## src/rtl/gpi_irq_ctrl.sv

```systemverilog
// gpi_irq_ctrl: debounced general-purpose input block with rise/fall status
// capture and a single maskable level interrupt, on the MMIO slot interface.
module gpi_irq_ctrl #(
  parameter int unsigned DATA_WIDTH     = 16,
  parameter int unsigned PERIOD_W       = 20,
  parameter int unsigned DEFAULT_PERIOD = 0
) (
  input  logic                  clk,
  input  logic                  reset,
  input  logic                  cs,
  input  logic                  read,
  input  logic                  write,
  input  logic [4:0]            reg_addr,
  input  logic [31:0]           wr_data,
  output logic [31:0]           rd_data,
  input  logic [DATA_WIDTH-1:0] data_in,
  output logic                  irq
);

  localparam int unsigned BUS_W = 32;

  localparam logic [4:0] ADDR_DATA    = 5'd0;
  localparam logic [4:0] ADDR_RISE    = 5'd1;
  localparam logic [4:0] ADDR_FALL    = 5'd2;
  localparam logic [4:0] ADDR_RISE_EN = 5'd3;
  localparam logic [4:0] ADDR_FALL_EN = 5'd4;
  localparam logic [4:0] ADDR_PERIOD  = 5'd5;

  // State registers and their next-state values
  logic [DATA_WIDTH-1:0] s1_q, s2_q;
  logic [DATA_WIDTH-1:0] samp_q, samp_d;
  logic [DATA_WIDTH-1:0] db_q, db_d;
  logic [DATA_WIDTH-1:0] rise_q, rise_d;
  logic [DATA_WIDTH-1:0] fall_q, fall_d;
  logic [DATA_WIDTH-1:0] rise_en_q, rise_en_d;
  logic [DATA_WIDTH-1:0] fall_en_q, fall_en_d;
  logic [PERIOD_W-1:0]   period_q, period_d;
  logic [PERIOD_W-1:0]   cnt_q, cnt_d;
  logic                  irq_q, irq_d;

  // Decoded write strobes and derived control
  logic                  we_rise, we_fall, we_rise_en, we_fall_en, we_period;
  logic                  period_hit, tick;
  logic [DATA_WIDTH-1:0] wr_bits;
  logic [DATA_WIDTH-1:0] accept;
  logic [DATA_WIDTH-1:0] rise_clr, fall_clr;
  logic [DATA_WIDTH-1:0] rise_set, fall_set;

  // Read strobe and the upper write-data bits carry no function here
  logic unused_c;
  assign unused_c = ^{read, wr_data};

  assign wr_bits = wr_data[DATA_WIDTH-1:0];

  // Register write decode: a write happens only on cs & write
  always_comb begin
    we_rise    = 1'b0;
    we_fall    = 1'b0;
    we_rise_en = 1'b0;
    we_fall_en = 1'b0;
    we_period  = 1'b0;
    if (cs && write) begin
      case (reg_addr)
        ADDR_RISE:    we_rise    = 1'b1;
        ADDR_FALL:    we_fall    = 1'b1;
        ADDR_RISE_EN: we_rise_en = 1'b1;
        ADDR_FALL_EN: we_fall_en = 1'b1;
        ADDR_PERIOD:  we_period  = 1'b1;
        default:      ;
      endcase
    end
  end

  // Sample tick: cnt wraps at PERIOD; a PERIOD write restarts it without a tick
  assign period_hit = (cnt_q == period_q);
  assign tick       = period_hit && !we_period;

  // Tick counter and period register next state
  always_comb begin
    cnt_d    = cnt_q + PERIOD_W'(1);
    period_d = period_q;
    if (we_period) begin
      cnt_d    = '0;
      period_d = wr_data[PERIOD_W-1:0];
    end else if (period_hit) begin
      cnt_d = '0;
    end
  end

  // Debounce: a bit is accepted once it reads the same on two consecutive ticks
  always_comb begin
    accept = ~(s2_q ^ samp_q) & (s2_q ^ db_q);
    samp_d = samp_q;
    db_d   = db_q;
    if (tick) begin
      samp_d = s2_q;
      db_d   = (db_q & ~accept) | (s2_q & accept);
    end
  end

  // Edge status: W1C clears, with a coincident new edge taking priority
  always_comb begin
    rise_set = db_d & ~db_q;
    fall_set = ~db_d & db_q;
    rise_clr = we_rise ? wr_bits : '0;
    fall_clr = we_fall ? wr_bits : '0;
    rise_d   = (rise_q & ~rise_clr) | rise_set;
    fall_d   = (fall_q & ~fall_clr) | fall_set;
  end

  // Interrupt enable registers
  always_comb begin
    rise_en_d = rise_en_q;
    fall_en_d = fall_en_q;
    if (we_rise_en) rise_en_d = wr_bits;
    if (we_fall_en) fall_en_d = wr_bits;
  end

  // Interrupt level from the currently held status and enables
  always_comb begin
    irq_d = (|(rise_q & rise_en_q)) | (|(fall_q & fall_en_q));
  end

  // Two-flop input synchroniser
  always_ff @(posedge clk) begin
    if (reset) begin
      s1_q <= '0;
      s2_q <= '0;
    end else begin
      s1_q <= data_in;
      s2_q <= s1_q;
    end
  end

  // Debounce, status, control and interrupt state
  always_ff @(posedge clk) begin
    if (reset) begin
      samp_q    <= '0;
      db_q      <= '0;
      rise_q    <= '0;
      fall_q    <= '0;
      rise_en_q <= '0;
      fall_en_q <= '0;
      period_q  <= PERIOD_W'(DEFAULT_PERIOD);
      cnt_q     <= '0;
      irq_q     <= 1'b0;
    end else begin
      samp_q    <= samp_d;
      db_q      <= db_d;
      rise_q    <= rise_d;
      fall_q    <= fall_d;
      rise_en_q <= rise_en_d;
      fall_en_q <= fall_en_d;
      period_q  <= period_d;
      cnt_q     <= cnt_d;
      irq_q     <= irq_d;
    end
  end

  assign irq = irq_q;

  // Combinational read mux, zero-extended to the bus width
  always_comb begin
    rd_data = '0;
    case (reg_addr)
      ADDR_DATA:    rd_data = BUS_W'(db_q);
      ADDR_RISE:    rd_data = BUS_W'(rise_q);
      ADDR_FALL:    rd_data = BUS_W'(fall_q);
      ADDR_RISE_EN: rd_data = BUS_W'(rise_en_q);
      ADDR_FALL_EN: rd_data = BUS_W'(fall_en_q);
      ADDR_PERIOD:  rd_data = BUS_W'(period_q);
      default:      rd_data = '0;
    endcase
  end

endmodule

```

## config.mk

```make
export PLATFORM = sky130hd
export DESIGN_NAME = gpi_irq_ctrl
export DESIGN_NICKNAME = d
export VERILOG_FILES = /design/src/rtl/gpi_irq_ctrl.sv
export SDC_FILE = /design/constraint.sdc
export NUM_CORES = 1
export LEC_CHECK = 0
export ABC_AREA = 1
export CORE_MARGIN = 3
export CORE_UTILIZATION = 50
export CTS_CLUSTER_DIAMETER = 60
export DETAILED_ROUTE_END_ITERATION = 10
export PLACE_DENSITY_LB_ADDON = 0.15
export SLEW_MARGIN = 15
export SYNTH_ARGS = -nofsm -noshare
export SYNTH_HDL_FRONTEND = slang
export SYNTH_SLANG_ARGS = --single-unit
```

## constraint.sdc

```tcl
create_clock -name clk -period 1.9 [get_ports clk]
set_clock_uncertainty 0.2 [all_clocks]
set_input_delay 0.38 -clock clk [delete_from_list [all_inputs] [get_ports clk]]
set_output_delay 0.38 -clock clk [all_outputs]
set_load 0.05 [all_outputs]
```

Yosys cells after proc, flatten, opt, wreduce, memory -nomap -nowiden
Index checks and enable logic that the tools add are counted.
{"block": "word_totals", "elab_cells": 60, "n_memories": 0, "ff_bits": 169, "mem_bits_ro": 0, "ram_bits": 0, "latchBits": 0}
{"block": "classes", "bitwise_logic": 21, "n_eq_ne": 6, "mux": 14, "addsub": 1, "magnitude_cmp": 0, "div": 0, "multipliers": 0, "reduce_logical": 7, "shifts": 0}
{"op": "AND 16 bit", "count": 9}
{"op": "one-hot mux 20 bit (6 select lines)", "count": 1}
{"op": "inverter 16 bit", "count": 6}
{"op": "2-to-1 mux 16 bit", "count": 3}
{"op": "bitwise OR 16 bit", "count": 3}
{"op": "OR reduction 16 bit", "count": 2}
{"op": "bitwise XOR 16 bit", "count": 2}
{"op": "adder 20 x 1 -> 20 bit, second input constant", "count": 1}
{"op": "== test 20 bit", "count": 1}
{"op": "== test 5 x 2 -> 1 bit, second input constant", "count": 2}
{"op": "== test 5 x 3 -> 1 bit, second input constant", "count": 2}
{"op": "2-to-1 mux 1 bit", "count": 10}
{"op": "== test 5 x 1 -> 1 bit, second input constant", "count": 1}
{"op": "logical NOT 5 bit", "count": 1}
{"op": "OR reduction 3 bit", "count": 1}
{"op": "logical AND 1 bit", "count": 2}
{"op": "logical NOT 1 bit", "count": 1}
{"op": "bitwise OR 1 bit", "count": 1}

Logic depth before layout (Yosys ltp)
{"block": "logic_depth", "depth_word": 10, "mapped_depth": 12, "ltp_nobuf": 10}

Worst setup path after synthesis
OpenSTA, ideal clock, no wires.
{"block": "synth_timing", "path_type": "in2out", "startpoint": "in reg_addr[2]", "endpoint": "out rd_data[4]", "setup_slack_ps": -384, "path_buffers": 2, "t_required_ps": 1320, "stages": 8, "arrival_ps": 1704, "cell_sequence": "inv_1 -> nor2_1 -> nand3_1 -> buf_2 -> inv_1 -> buf_2 -> a221oi_1 -> nand3_1"}
{"block": "synth_between", "elab_chain_len": 2}
{"element": "start: declaration", "line_no": "13", "source": "input logic [4:0] reg_addr,"}
{"element": "== test 5 x 3 -> 1 bit, or another cell as far along", "line_no": "165", "source": "case (reg_addr)"}
{"element": "one-hot mux 20 bit (6 select lines) (*)", "line_no": "165"}
{"element": "end: declaration", "line_no": "15", "source": "output logic [31:0] rd_data,"}
Mark *: on every way between the ends. The rest lies on a longest branch, timed or not.

Worst setup path in the final report
{"block": "layout_timing", "startpoint": "in reg_addr[1]", "endpoint": "out rd_data[6]"}
Same word-level chain as after synthesis.

==> run metrics <==
status finished, violations left; failing checks negative setup slack; clock latency on the worst-skew pair 0.43 ns; final setup violation count 102; initial antenna violation count 0; critical path startpoint category input port; cell count after synthesis 1036; share of post-route cells with drive strength above 1 30.8%; FF+latch count, synth 169; switching power 2910 uW; mean area per synthesized cell 7.31 sq um; hold_buf cts 0; area occupied by multi-input gates 0.00413 sq mm; setup ws final -0.307 ns; fmax 0.453 GHz; Clk pin slew, worst setup/hold paths 0.06 ns; initial drt markers 609; H-tree levels 4; Critical path buffers and inverters 5; pin count of the biggest net entering global routing 77; total clock sinks 169; io pins 91; final hold violation count 0; Hold Path Origin s1_q[13]$_SDFF_PP0_; top cell type by total area after synthesis dfxtp_1; fin crit period 2.21 ns; classification of the worst-slack hold path flip-flop to flip-flop; FILL cells 1059; gpl congestion 0.871; Vias per Instance 5.59; critical path type input port to output pin; crit path DAT 1.63 ns; GR Overflow Total 0; top post-synthesis cells by area dfxtp_1, nand2_1, inv_1, nor2_1, o21ai_0; Nets 1255; TritonCTS clock tree built; Mapped Area 0.00757 sq mm; critical path fanouts, max 9; Crit path top cell by count buf_4; Post-synth ARST share 0%; cells on worst reg2reg path 14; Top FF cell, synth dfxtp_1; Die Height 129 um; Setup crit end kind output pin; Total Wirelength 25.3 mm; RSZ-0062 raised after global routing yes; Distinct cells, synth 40; Area Overhead vs Synth 47.2%; Reg-to-Reg Start cnt_q[16]$_SDFF_PP0_; CP peak stage delay 0.30 ns; WP data required 1.32 ns; number of synthesized flops with an enable pin 0; non-filler cells, final 1393; cell internal pwr 6610 uW; combinational power share 22.4%; most common cell in the netlist dfxtp_1; Synth top area share 44.7%; port bufs 65; Top Registers cnt_q (20), period_q (20); Power Density 854 mW/mm^2; residual DRC count 0; die area 0.0167 sq mm; crit path cell chain buf_8, buf_6, nor2_4, buf_4, nand3_4, buf_4, o221ai_2, buf_12; switch share 30.6%; FF-to-FF setup slack -0.25 ns; GR Util All Layers 29.4%; LEAKAGE 0.00458 uW; hold-critical path depth 2; Tot Pwr 9520 uW; CP max stage cell o221ai_2; Slew Viols, Final 0; worst reg2reg path endpoint fall_q[5]$_SDFF_PP0_; Clock Path Buffers 2; met3 track demand over resource 5.15%; yosys warns 0; Place WS -0.746 ns; Max-Cap Viols 0; register share of total power 42.0%; CTS root buf clkbuf_16; Worst path top cell family by delay buffers and inverters; dpl hpwl 14.8 mm; first-pass GRT wire length 38.2 mm; FF+latch area 0.00340 sq mm; core box area 0.0147 sq mm; Fin Hold WS 0.201 ns; GR peak layer met2; drt pass-1 iters 5; WHS Endpoint s2_q[13]$_SDFF_PP0_; routing usage on met2 48.4%; Synth top cells by count dfxtp_1, nand2_1, inv_1, nor2_1, o21ai_0; initial core utilization 51.5%; Antenna diodes 0; Post-DRT Antenna Nets 0; Vias 7787; share of power burned in the clock network 35.6%; vias in the first global route 7253; maximum vdd drop 0.691 mV; Num CTS Buffers 17; row count 44; drt wl/cell 18.1 um; final worst path period share 116%; met1 GRT Util 38.5%; chip width 129 um; Seq/Total Area, Yosys 44.7%; Placed Cells 1326
==> cell families after synthesis <==
logic type / count (synthesis) / synth area share (%)
AND/OR/NAND/NOR: 377 / 21.7
flip-flops: 169 / 44.7
AO/OA/AOI/OAI: 260 / 19.4
XOR/XNOR: 20 / 2.31
buffers and inverters: 208 / 11.7
other: 1 / 0.0495
adder cells (fa/ha/maj): 1 / 0.165
==> cells in the final DEF, fill, tap and decap left out, drive strengths merged, types with 3 or more instances in the layout <==
master / netlist / layout
dfxtp: 169 / 169
nand2: 158 / 158
inv: 150 / 154
nor2: 148 / 148
buf: 29 / 147
o21ai: 107 / 107
a21oi: 87 / 87
clkdlybuf4s50: 0 / 38
nand4: 37 / 37
nand3: 21 / 21
clkbuf: 28 / 20
o21a: 16 / 16
o22ai: 16 / 16
o211ai: 14 / 14
conb: 1 / 12
xor2: 10 / 10
xnor2: 10 / 10
nor3: 9 / 9
a221oi: 7 / 7
o221ai: 6 / 6
clkinv: 1 / 6
clkinvlp: 0 / 4
a22o: 3 / 3
o2111ai: 3 / 3
==> repair_timing <==
action,in CTS,in global routing
endpoints found under the setup margin,137,104
gates cloned,12,2
gates resized for setup,189,111
pin swaps,42,45
setup buffers,23,4
==> through the flow <==
stage | setup TNS, ns | utilization [%] | instance area [sq um]
2_1_floorplan | -1.30 | - | 7770
3_3_place_gp | -86.49 | 62.9 | 9240
5_1_grt | -24.88 | 75.9 | 11200
3_5_place_dp | -89.81 | 62.9 | 9240
4_1_cts | -12.97 | 73.6 | 10800
6_report | -13.48 | 75.9 | 11200
==> cell type report <==
cell class	count	area share, %
sequential	169	30.5
tap	184	2.06
timing repair buffer	187	19.9
clock buffer	18	3.85
inverter	151	5.34
clock inverter	14	1.22
multi-input combinational	670	37.1
==> worst min-delay path, delay by kind of cell, from the launching register on <==
| kind | cells | cell delay (ns) |
|---|---|---|
| and+or+nand+nor | 1 | 0.03 |
| buffers and inverters | 1 | 0.04 |
| DFF | 1 | 0.30 |
==> worst max path at each step <==
stage,cells past startpoint,slack [ns],from,endpoint
finish,8,-0.31,reg_addr[1],rd_data[6]
global route,14,-0.40,cnt_q[16]$_SDFF_PP0_,db_q[6]$_SDFF_PP0_
CTS,9,-0.25,reg_addr[1],rd_data[4]
detailed placement,9,-0.75,reg_addr[4],rd_data[13]
global placement,9,-0.73,reg_addr[4],rd_data[13]
floorplan,6,-0.17,reg_addr[4],rd_data[0]
==> metal layers <==
layer	up-vias	part of all wire, %
li1	3704	-
met5	-	0
met1	3648	41
met2	346	48
met3	89	6.4
met4	0	4.1
==> power groups by stage <==
stage          registers [uW]  logic, uW  clock network (uW)
3_3_place_gp             4010       1140                   0
3_5_place_dp             4020       1150                   0
5_1_grt                  4010       2260                3560
2_1_floorplan            3970        818                   0
6_report                 4000       2140                3390
4_1_cts                  3960       2040                3410
Note: power is estimated with default switching activity, not from simulation.
